===== src/rtl/uart_receiver.sv =====
// ============================================================================
// Module     : uart_receiver
// Description: 8N1 UART receiver with mid-bit sampling, glitch rejection and
//              framing-error detection; waits for the line to return high
//              after a bad stop bit.
// Revision   : 1.0
// ============================================================================
`default_nettype none

module uart_receiver #(
  parameter int CYCLES_PER_BIT = 22274
) (
  input  logic       clk,
  input  logic       i_reset,
  input  logic       i_rx,
  output logic [7:0] o_data,
  output logic       o_valid,
  output logic       o_framing_error,
  output logic       o_busy
);

  localparam logic [15:0] BIT_LAST  = 16'(CYCLES_PER_BIT - 1);
  localparam logic [15:0] HALF_LAST = 16'(CYCLES_PER_BIT / 2 - 1);

  typedef enum logic [2:0] {
    IDLE      = 3'd0,
    START     = 3'd1,
    DATA      = 3'd2,
    STOP      = 3'd3,
    WAIT_HIGH = 3'd4
  } state_t;

  state_t      state;
  state_t      state_next;
  logic        rx_meta;
  logic        rx_s;
  logic [15:0] cnt;
  logic [2:0]  bit_idx;
  logic [7:0]  shift_reg;
  logic        half_hit;
  logic        bit_hit;

  assign half_hit = (cnt == HALF_LAST);
  assign bit_hit  = (cnt == BIT_LAST);
  assign o_busy   = (state != IDLE);

  // Synchronizer resets to the idle (high) line level.
  always_ff @(posedge clk or posedge i_reset) begin
    if (i_reset) begin
      rx_meta <= 1'b1;
      rx_s    <= 1'b1;
    end else begin
      rx_meta <= i_rx;
      rx_s    <= rx_meta;
    end
  end

  always_ff @(posedge clk or posedge i_reset) begin
    if (i_reset) begin
      state <= IDLE;
    end else begin
      state <= state_next;
    end
  end

  always_comb begin
    state_next = state;
    case (state)
      IDLE:      if (!rx_s) state_next = START;
      START:     if (half_hit) state_next = rx_s ? IDLE : DATA;
      DATA:      if (bit_hit && (bit_idx == 3'd7)) state_next = STOP;
      STOP:      if (bit_hit) state_next = rx_s ? IDLE : WAIT_HIGH;
      WAIT_HIGH: if (rx_s) state_next = IDLE;
      default:   state_next = IDLE;
    endcase
  end

  // Bit timer restarts on every state change so each phase is measured
  // from its own entry point.
  always_ff @(posedge clk or posedge i_reset) begin
    if (i_reset) begin
      cnt <= 16'd0;
    end else if ((state_next != state) || (state == IDLE) ||
                 (state == WAIT_HIGH) || bit_hit) begin
      cnt <= 16'd0;
    end else begin
      cnt <= cnt + 16'd1;
    end
  end

  always_ff @(posedge clk or posedge i_reset) begin
    if (i_reset) begin
      bit_idx         <= 3'd0;
      shift_reg       <= 8'h00;
      o_data          <= 8'h00;
      o_valid         <= 1'b0;
      o_framing_error <= 1'b0;
    end else begin
      o_valid         <= 1'b0;
      o_framing_error <= 1'b0;
      if ((state == START) && half_hit) begin
        bit_idx <= 3'd0;
      end
      if ((state == DATA) && bit_hit) begin
        shift_reg[bit_idx] <= rx_s;
        bit_idx            <= bit_idx + 3'd1;
      end
      // Output byte only moves on a good stop bit.
      if ((state == STOP) && bit_hit) begin
        if (rx_s) begin
          o_data  <= shift_reg;
          o_valid <= 1'b1;
        end else begin
          o_framing_error <= 1'b1;
        end
      end
    end
  end

endmodule

`default_nettype wire


===== config.mk =====
export PLATFORM = sky130hd
export DESIGN_NAME = uart_receiver
export DESIGN_NICKNAME = d
export VERILOG_FILES = /design/src/rtl/uart_receiver.sv
export SDC_FILE = /design/constraint.sdc
export NUM_CORES = 1
export LEC_CHECK = 0
export CAP_MARGIN = 20
export CORE_ASPECT_RATIO = 1.1
export CORE_MARGIN = 4
export CORE_UTILIZATION = 60
export CTS_BUF_LIST = sky130_fd_sc_hd__clkbuf_8
export CTS_CLUSTER_SIZE = 12
export DETAILED_ROUTE_END_ITERATION = 16
export PLACE_DENSITY = 0.81
export SLEW_MARGIN = 20
export SYNTH_ARGS = -nofsm -noshare
export SYNTH_HDL_FRONTEND = slang
export SYNTH_SLANG_ARGS = --single-unit

===== constraint.sdc =====
create_clock -name clk -period 6.7 [get_ports clk]
set_input_delay 1.34 -clock clk [delete_from_list [all_inputs] [get_ports clk]]
set_output_delay 1.34 -clock clk [all_outputs]
set_load 0.01 [all_outputs]

==> results.sh, run 1 <==
export IMPL_slew_viol_final=0
export IMPL_initial_core_util=0.6488
export IMPL_syn_nets=192
export IMPL_critPathCaptureType="output pin"
export IMPL_worstPathRequired_ns=5.36
export IMPL_grt_overflow_total=0
export IMPL_setup_tns_ns=0
export IMPL_wirelength_um=3536
export IMPL_insertion_delay_ns=0.30
export IMPL_synth_edff_count=0
export IMPL_whs_ns=0.3581
export IMPL_total_power_mw=0.4202
export IMPL_clockBufferDepth=2
export IMPL_drt_iter0_drc=184
export IMPL_hold_class="reg -> reg"
export IMPL_drive_gt1_frac=0.1900
export IMPL_crit_fanout=7
export IMPL_nNetsFinal=207
export IMPL_cts_root_buf="clkbuf_8"
export IMPL_yosys_warnings=0
export IMPL_die_x_um=63.68
export IMPL_largest_register_ff_count=16
export IMPL_vias=1391
export IMPL_cts_setup_buffers=0
export IMPL_postRouteAntennaNets=0
export IMPL_grt_usage=0.1837
export IMPL_clock_sinks=42
export IMPL_pwr_density_cell_nw_per_um2=184.2
export IMPL_synth_ff_type="dfrtp_1"
export IMPL_area_growth_pct=11.50
export IMPL_period_share=0.4281
export IMPL_path_class="reg -> out"
export IMPL_yosys_cell_types_count=40
export IMPL_p_leak_nw=1.053
export IMPL_worst_pin_slew_ns=0.6097
export IMPL_peakVddDrop_uv=169.9
export IMPL_placed_area_sq_um=2195
export IMPL_achievable_frequency_mhz=348.7
export IMPL_rows=21
export IMPL_clk_pin_slew_ns=0.08
export IMPL_antenna_found_initial=0
export IMPL_synth_seq_cells=42
export IMPL_drc_errors=0
export IMPL_grt_pass1_wl_um=6348
export IMPL_synthArstFlopShare=1.000
export IMPL_setup_viol=0
export IMPL_viasPerCell=5.944
export IMPL_status="completed"
export IMPL_h_tree_depth=2
export IMPL_finalClockSkew_ns=0.01151
export IMPL_core_sq_um=3153
export IMPL_critical_path_arrival_ns=1.53
export IMPL_grt_pass1_vias=1397
export IMPL_final_cell_count_no_fill=234
export IMPL_rsz0062_at_grt="false"
export IMPL_grt_max_degree=43
export IMPL_period_minus_slack_ns=2.868
export IMPL_synth_area_sq_um=2046
export IMPL_syn_inst=184
export IMPL_ios=14
export IMPL_dieArea_sq_um=4409
export IMPL_dp_cells=226
export IMPL_synth_seq_area_share=0.5150
export IMPL_port_buffers=13
export IMPL_cap_violations=0
export IMPL_hold_buffers=0
export IMPL_final_hold_violation_count=0
export IMPL_design_area_sq_um=2281
export IMPL_slew_headroom=0.5905
export IMPL_syn_area_per_cell_sq_um=11.12
export IMPL_num_antenna_cells=0
export IMPL_die_h_um=69.24
export IMPL_first_pass_iters=4
export IMPL_wire_per_inst_um=15.11
export IMPL_hpwl_um=2436
export IMPL_crit_path_start_kind="flop"
export IMPL_gp_congestion=0.8254
export IMPL_postCtsResizedCells=0
export IMPL_numCtsBuffers=5
export IMPL_cts_tree="done"
cells in the final DEF, fill, tap and decap left out, drive strengths merged, types with 6 or more instances in the layout:
master,synthesis,layout
dfrtp,40,40
nand2,18,18
mux2,16,16
nand3,15,15
nor3,13,13
nor2,13,13
clkdlybuf4s50,0,13
xor2,7,7
inv,5,6
xnor2,6,6
logic make-up after synthesis:
family	synth area share
xor+xnor	0.05566
fa+ha+maj	0.03058
buf+inv	0.02446
compound gates	0.02385
flops	0.5150
mux	0.08807
simple gates	0.2624
critical path, stage by stage (launching register included):
cell and delay [ns]:
dfrtp_1 0.44, nor2_1 0.24, nand2_1 0.08, clkdlybuf4s50_1 0.48
layout make-up:
class	instances	area, sq um
sequential	42	1054
multi-input combinational	131	942.2
fill	225	872.1
timing repair buffer	14	137.6
clock buffer	5	68.82
tap	34	42.54
inverter	5	18.77
clock inverter	3	17.52
synthesized netlist by cell type, drive strengths merged, types with 4 or more instances:
| cell type | count | area, sq um |
|---|---|---|
| nand2 | 18 | 77.58 |
| mux2 | 16 | 180.2 |
| nor2 | 13 | 48.80 |
| dfrtp | 40 | 1001 |
| clkbuf | 4 | 15.01 |
| nand3 | 15 | 80.08 |
| inv | 5 | 18.77 |
| xor2 | 7 | 61.31 |
| ha | 5 | 62.56 |
| nor3 | 13 | 65.06 |
| xnor2 | 6 | 52.55 |
stage by stage:
stage	utilization	worst slack, ns
6_report	0.7234	3.832
5_1_grt	0.7234	3.762
4_1_cts	0.7234	3.851
3_5_place_dp	0.6960	4.067
3_3_place_gp	0.6960	4.217
2_1_floorplan	-	4.363
path summary, 6_finish.rpt:
kind                                    start                        to  slack [ns]  cells after the start
max                        state[2]$_DFF_PP0_                    o_busy        3.83                      3
min                         rx_meta$_DFF_PP1_            rx_s$_DFF_PP1_        0.36                      0
max reg2reg                  cnt[1]$_DFF_PP0_  shift_reg[2]$_DFFE_PP0P_        4.11                      7
min reg2reg                 rx_meta$_DFF_PP1_            rx_s$_DFF_PP1_        0.36                      0
max in group asynchronous             i_reset            rx_s$_DFF_PP1_        4.87                      3
min in group asynchronous             i_reset    bit_idx[1]$_DFFE_PP0P_        1.46                      3
per-layer routing:
metal,part of all wire,track usage,vias to the layer above
li1,-,-,680
met1,0.47,0.2423,679
met2,0.46,0.2831,27
met3,0.043,0.05511,5
met4,0.017,0.07194,0
met5,0,0,-
where the power goes:
group,switching (mW),internal [mW]
clock,0.0858,0.0719
sequential,0.00136,0.254
combinational,0.00496,0.00171
No activity file was read; power rests on OpenSTA's default activity.
==> inputs of run 2 (changes only) <==
CORE_UTILIZATION = 55   (was 60)
PLACE_DENSITY = 0.78   (was 0.81)
clock period = 2.5 ns   (was 6.7 ns; I/O delays follow)
==> run 2 against run 1 <==
  * Worst setup slack got worse by 3.7 ns
  * Non-clock buffer count increased by 2
  * Sequential power rose to 2.7 times the previous value
  * Clock skew down 0.0027 ns
  * Final cell count rose by 6.8%
  * Total power rose to 3.2 times the previous value
  * Flip-flop and latch count is the same
  * Global-route usage grew 0.45 points
  * Die area rose by 8.0%
  * Wire length is 12% higher
  * Critical path depth is 4 higher
  * Clock power rose to 4.2 times the previous value
==> results.sh, run 2 (synthesized netlist as in run 1, its figures left out) <==
export IMPL_status="completed"
export IMPL_clk_pin_slew_ns=0.08
export IMPL_worstHoldStart="rx_meta$_DFF_PP1_"
export IMPL_port_buffers=13
export IMPL_slew_headroom=0.6097
export IMPL_final_cell_count_no_fill=250
export IMPL_die_h_um=71.97
export IMPL_area_growth_pct=17.19
export IMPL_design_area_sq_um=2397
export IMPL_clock_sinks=42
export IMPL_finalClockSkew_ns=0.008811
export IMPL_nNetsFinal=209
export IMPL_insertion_delay_ns=0.30
export IMPL_gp_congestion=0.8528
export IMPL_grt_overflow_total=0
export IMPL_grt_usage=0.1881
export IMPL_rrSetupSlack_ns=0.14
export IMPL_postRouteAntennaNets=0
export IMPL_setup_tns_ns=0
export IMPL_nFillCells=264
export IMPL_whs_path_depth=0
export IMPL_p_leak_nw=1.089
export IMPL_mostFrequentLayoutCells="dfrtp_1 (40), mux2_2 (16), nand2_1 (16)"
export IMPL_grt_max_degree=43
export IMPL_critical_path_arrival_ns=2.58
export IMPL_worst_pin_slew_ns=0.5809
export IMPL_num_antenna_cells=0
export IMPL_register_area_sq_um=1054
export IMPL_drive_gt1_frac=0.2079
export IMPL_holdPathEnd="rx_s$_DFF_PP1_"
export IMPL_achievable_frequency_mhz=424.2
export IMPL_grt_pass1_wl_um=6637
export IMPL_crit_path_max_incr_delay_ns=0.47
export IMPL_critPathTopFamily="simple AND/OR/NAND/NOR gates"
export IMPL_period_share=0.9429
export IMPL_multi_input_area_sq_um=969.7
export IMPL_drc_errors=0
export IMPL_final_common_cell="dfrtp_1"
export IMPL_die_x_um=66.15
export IMPL_critPathCaptureType="flop"
export IMPL_dp_cells=242
export IMPL_dieArea_sq_um=4760
export IMPL_period_minus_slack_ns=2.357
export IMPL_largest_register_ff_count=16
export IMPL_crit_slowest_cell="or4b_1"
export IMPL_cts_tree="done"
export IMPL_r2r_end="state[1]$_DFF_PP0_"
export IMPL_cp_cell_sequence="inv_1 > ha_1 > or4b_1 > or4_1 > or4_4 > a2bb2oi_1 > nor2_1"
export IMPL_cap_violations=0
export IMPL_fin_ws_ns=0.1427
export IMPL_final_hold_violation_count=0
export IMPL_hold_class="reg -> reg"
export IMPL_wire_per_inst_um=15.80
export IMPL_ios=14
export IMPL_hpwl_um=2731
export IMPL_slew_viol_final=0
export IMPL_crit_path_start_kind="flop"
export IMPL_clockBufferDepth=2
export IMPL_crit_buf_inv=1
export IMPL_setup_viol=0
export IMPL_vias=1424
export IMPL_cts_root_buf="clkbuf_8"
export IMPL_path_class="reg -> reg"
export IMPL_core_sq_um=3468
export IMPL_peakVddDrop_uv=444.2
export IMPL_wirelength_um=3949
export IMPL_first_pass_iters=4
export IMPL_reg2reg_depth=7
export IMPL_grt_pass1_vias=1428
export IMPL_viasPerCell=5.696
export IMPL_crit_fanout=7
export IMPL_antenna_found_initial=0
export IMPL_rr_startpoint="cnt[0]$_DFF_PP0_"
export IMPL_worstPathRequired_ns=2.72
export IMPL_rsz0062_at_grt="false"
export IMPL_pwr_density_cell_nw_per_um2=568.1
export IMPL_numCtsBuffers=5
export IMPL_rows=22
export IMPL_initial_core_util=0.5898
export IMPL_h_tree_depth=2
export IMPL_placed_area_sq_um=2227
export IMPL_drt_iter0_drc=94
export IMPL_whs_ns=0.3603
export IMPL_post_place_ws_ns=0.04532
run 2: final cells by class:
cell class | count | share of cell area
flip-flops and latches | 42 | 0.4395
inverters | 5 | 0.007829
clock inverters | 2 | 0.02505
well taps | 48 | 0.02505
clock buffers | 6 | 0.03445
repair buffers | 16 | 0.06367
multi-input cells | 131 | 0.4045
run 2: per-stage QoR:
step / utilization / total power [mW]
final: 0.6912 / 1.362
after global routing: 0.6912 / 1.410
after CTS: 0.6833 / 1.378
after detailed placement: 0.6421 / 0.7178
after global placement: 0.6421 / 0.7170
after floorplan: - / 0.7089
run 2: routing by layer:
layer  part of all wire  wire (um)  up-vias  GRT usage
met2               0.55       2176       16     0.3341
met4              0.024         93        0    0.09481
li1                   -          -      685          -
met5                  0          0        -          0
met3              0.027        107        6    0.04644
met1               0.40       1571      717     0.2055
run 2: report_power, final:
part | leakage (nW) | internal (mW) | switching [mW]
Clock | 0.0714 | 0.426 | 0.233
Sequential | 0.565 | 0.682 | 0.00367
Combinational | 0.452 | 0.00459 | 0.0133
Total | 1.09 | 1.11 | 0.250
run 2: repair_timing:
| item | in CTS | in global routing |
|---|---|---|
| buffers inserted | 0 | 0 |
| resized for setup | 0 | 4 |
| setup endpoints to repair | 0 | 16 |
| hold buffers | 0 | 0 |
| hold endpoints to repair | 0 | 0 |
run 2: worst max-delay path by stage:
stage	startpoint	endpoint	cells after the start	slack [ns]
floorplan	cnt[1]$_DFF_PP0_	shift_reg[1]$_DFFE_PP0P_	7	0.16
global placement	cnt[0]$_DFF_PP0_	cnt[8]$_DFF_PP0_	7	0.12
detailed placement	cnt[0]$_DFF_PP0_	cnt[13]$_DFF_PP0_	7	0.05
CTS	cnt[0]$_DFF_PP0_	cnt[13]$_DFF_PP0_	7	0.04
global route	cnt[1]$_DFF_PP0_	shift_reg[1]$_DFFE_PP0P_	7	0.01
finish	cnt[0]$_DFF_PP0_	state[1]$_DFF_PP0_	7	0.14
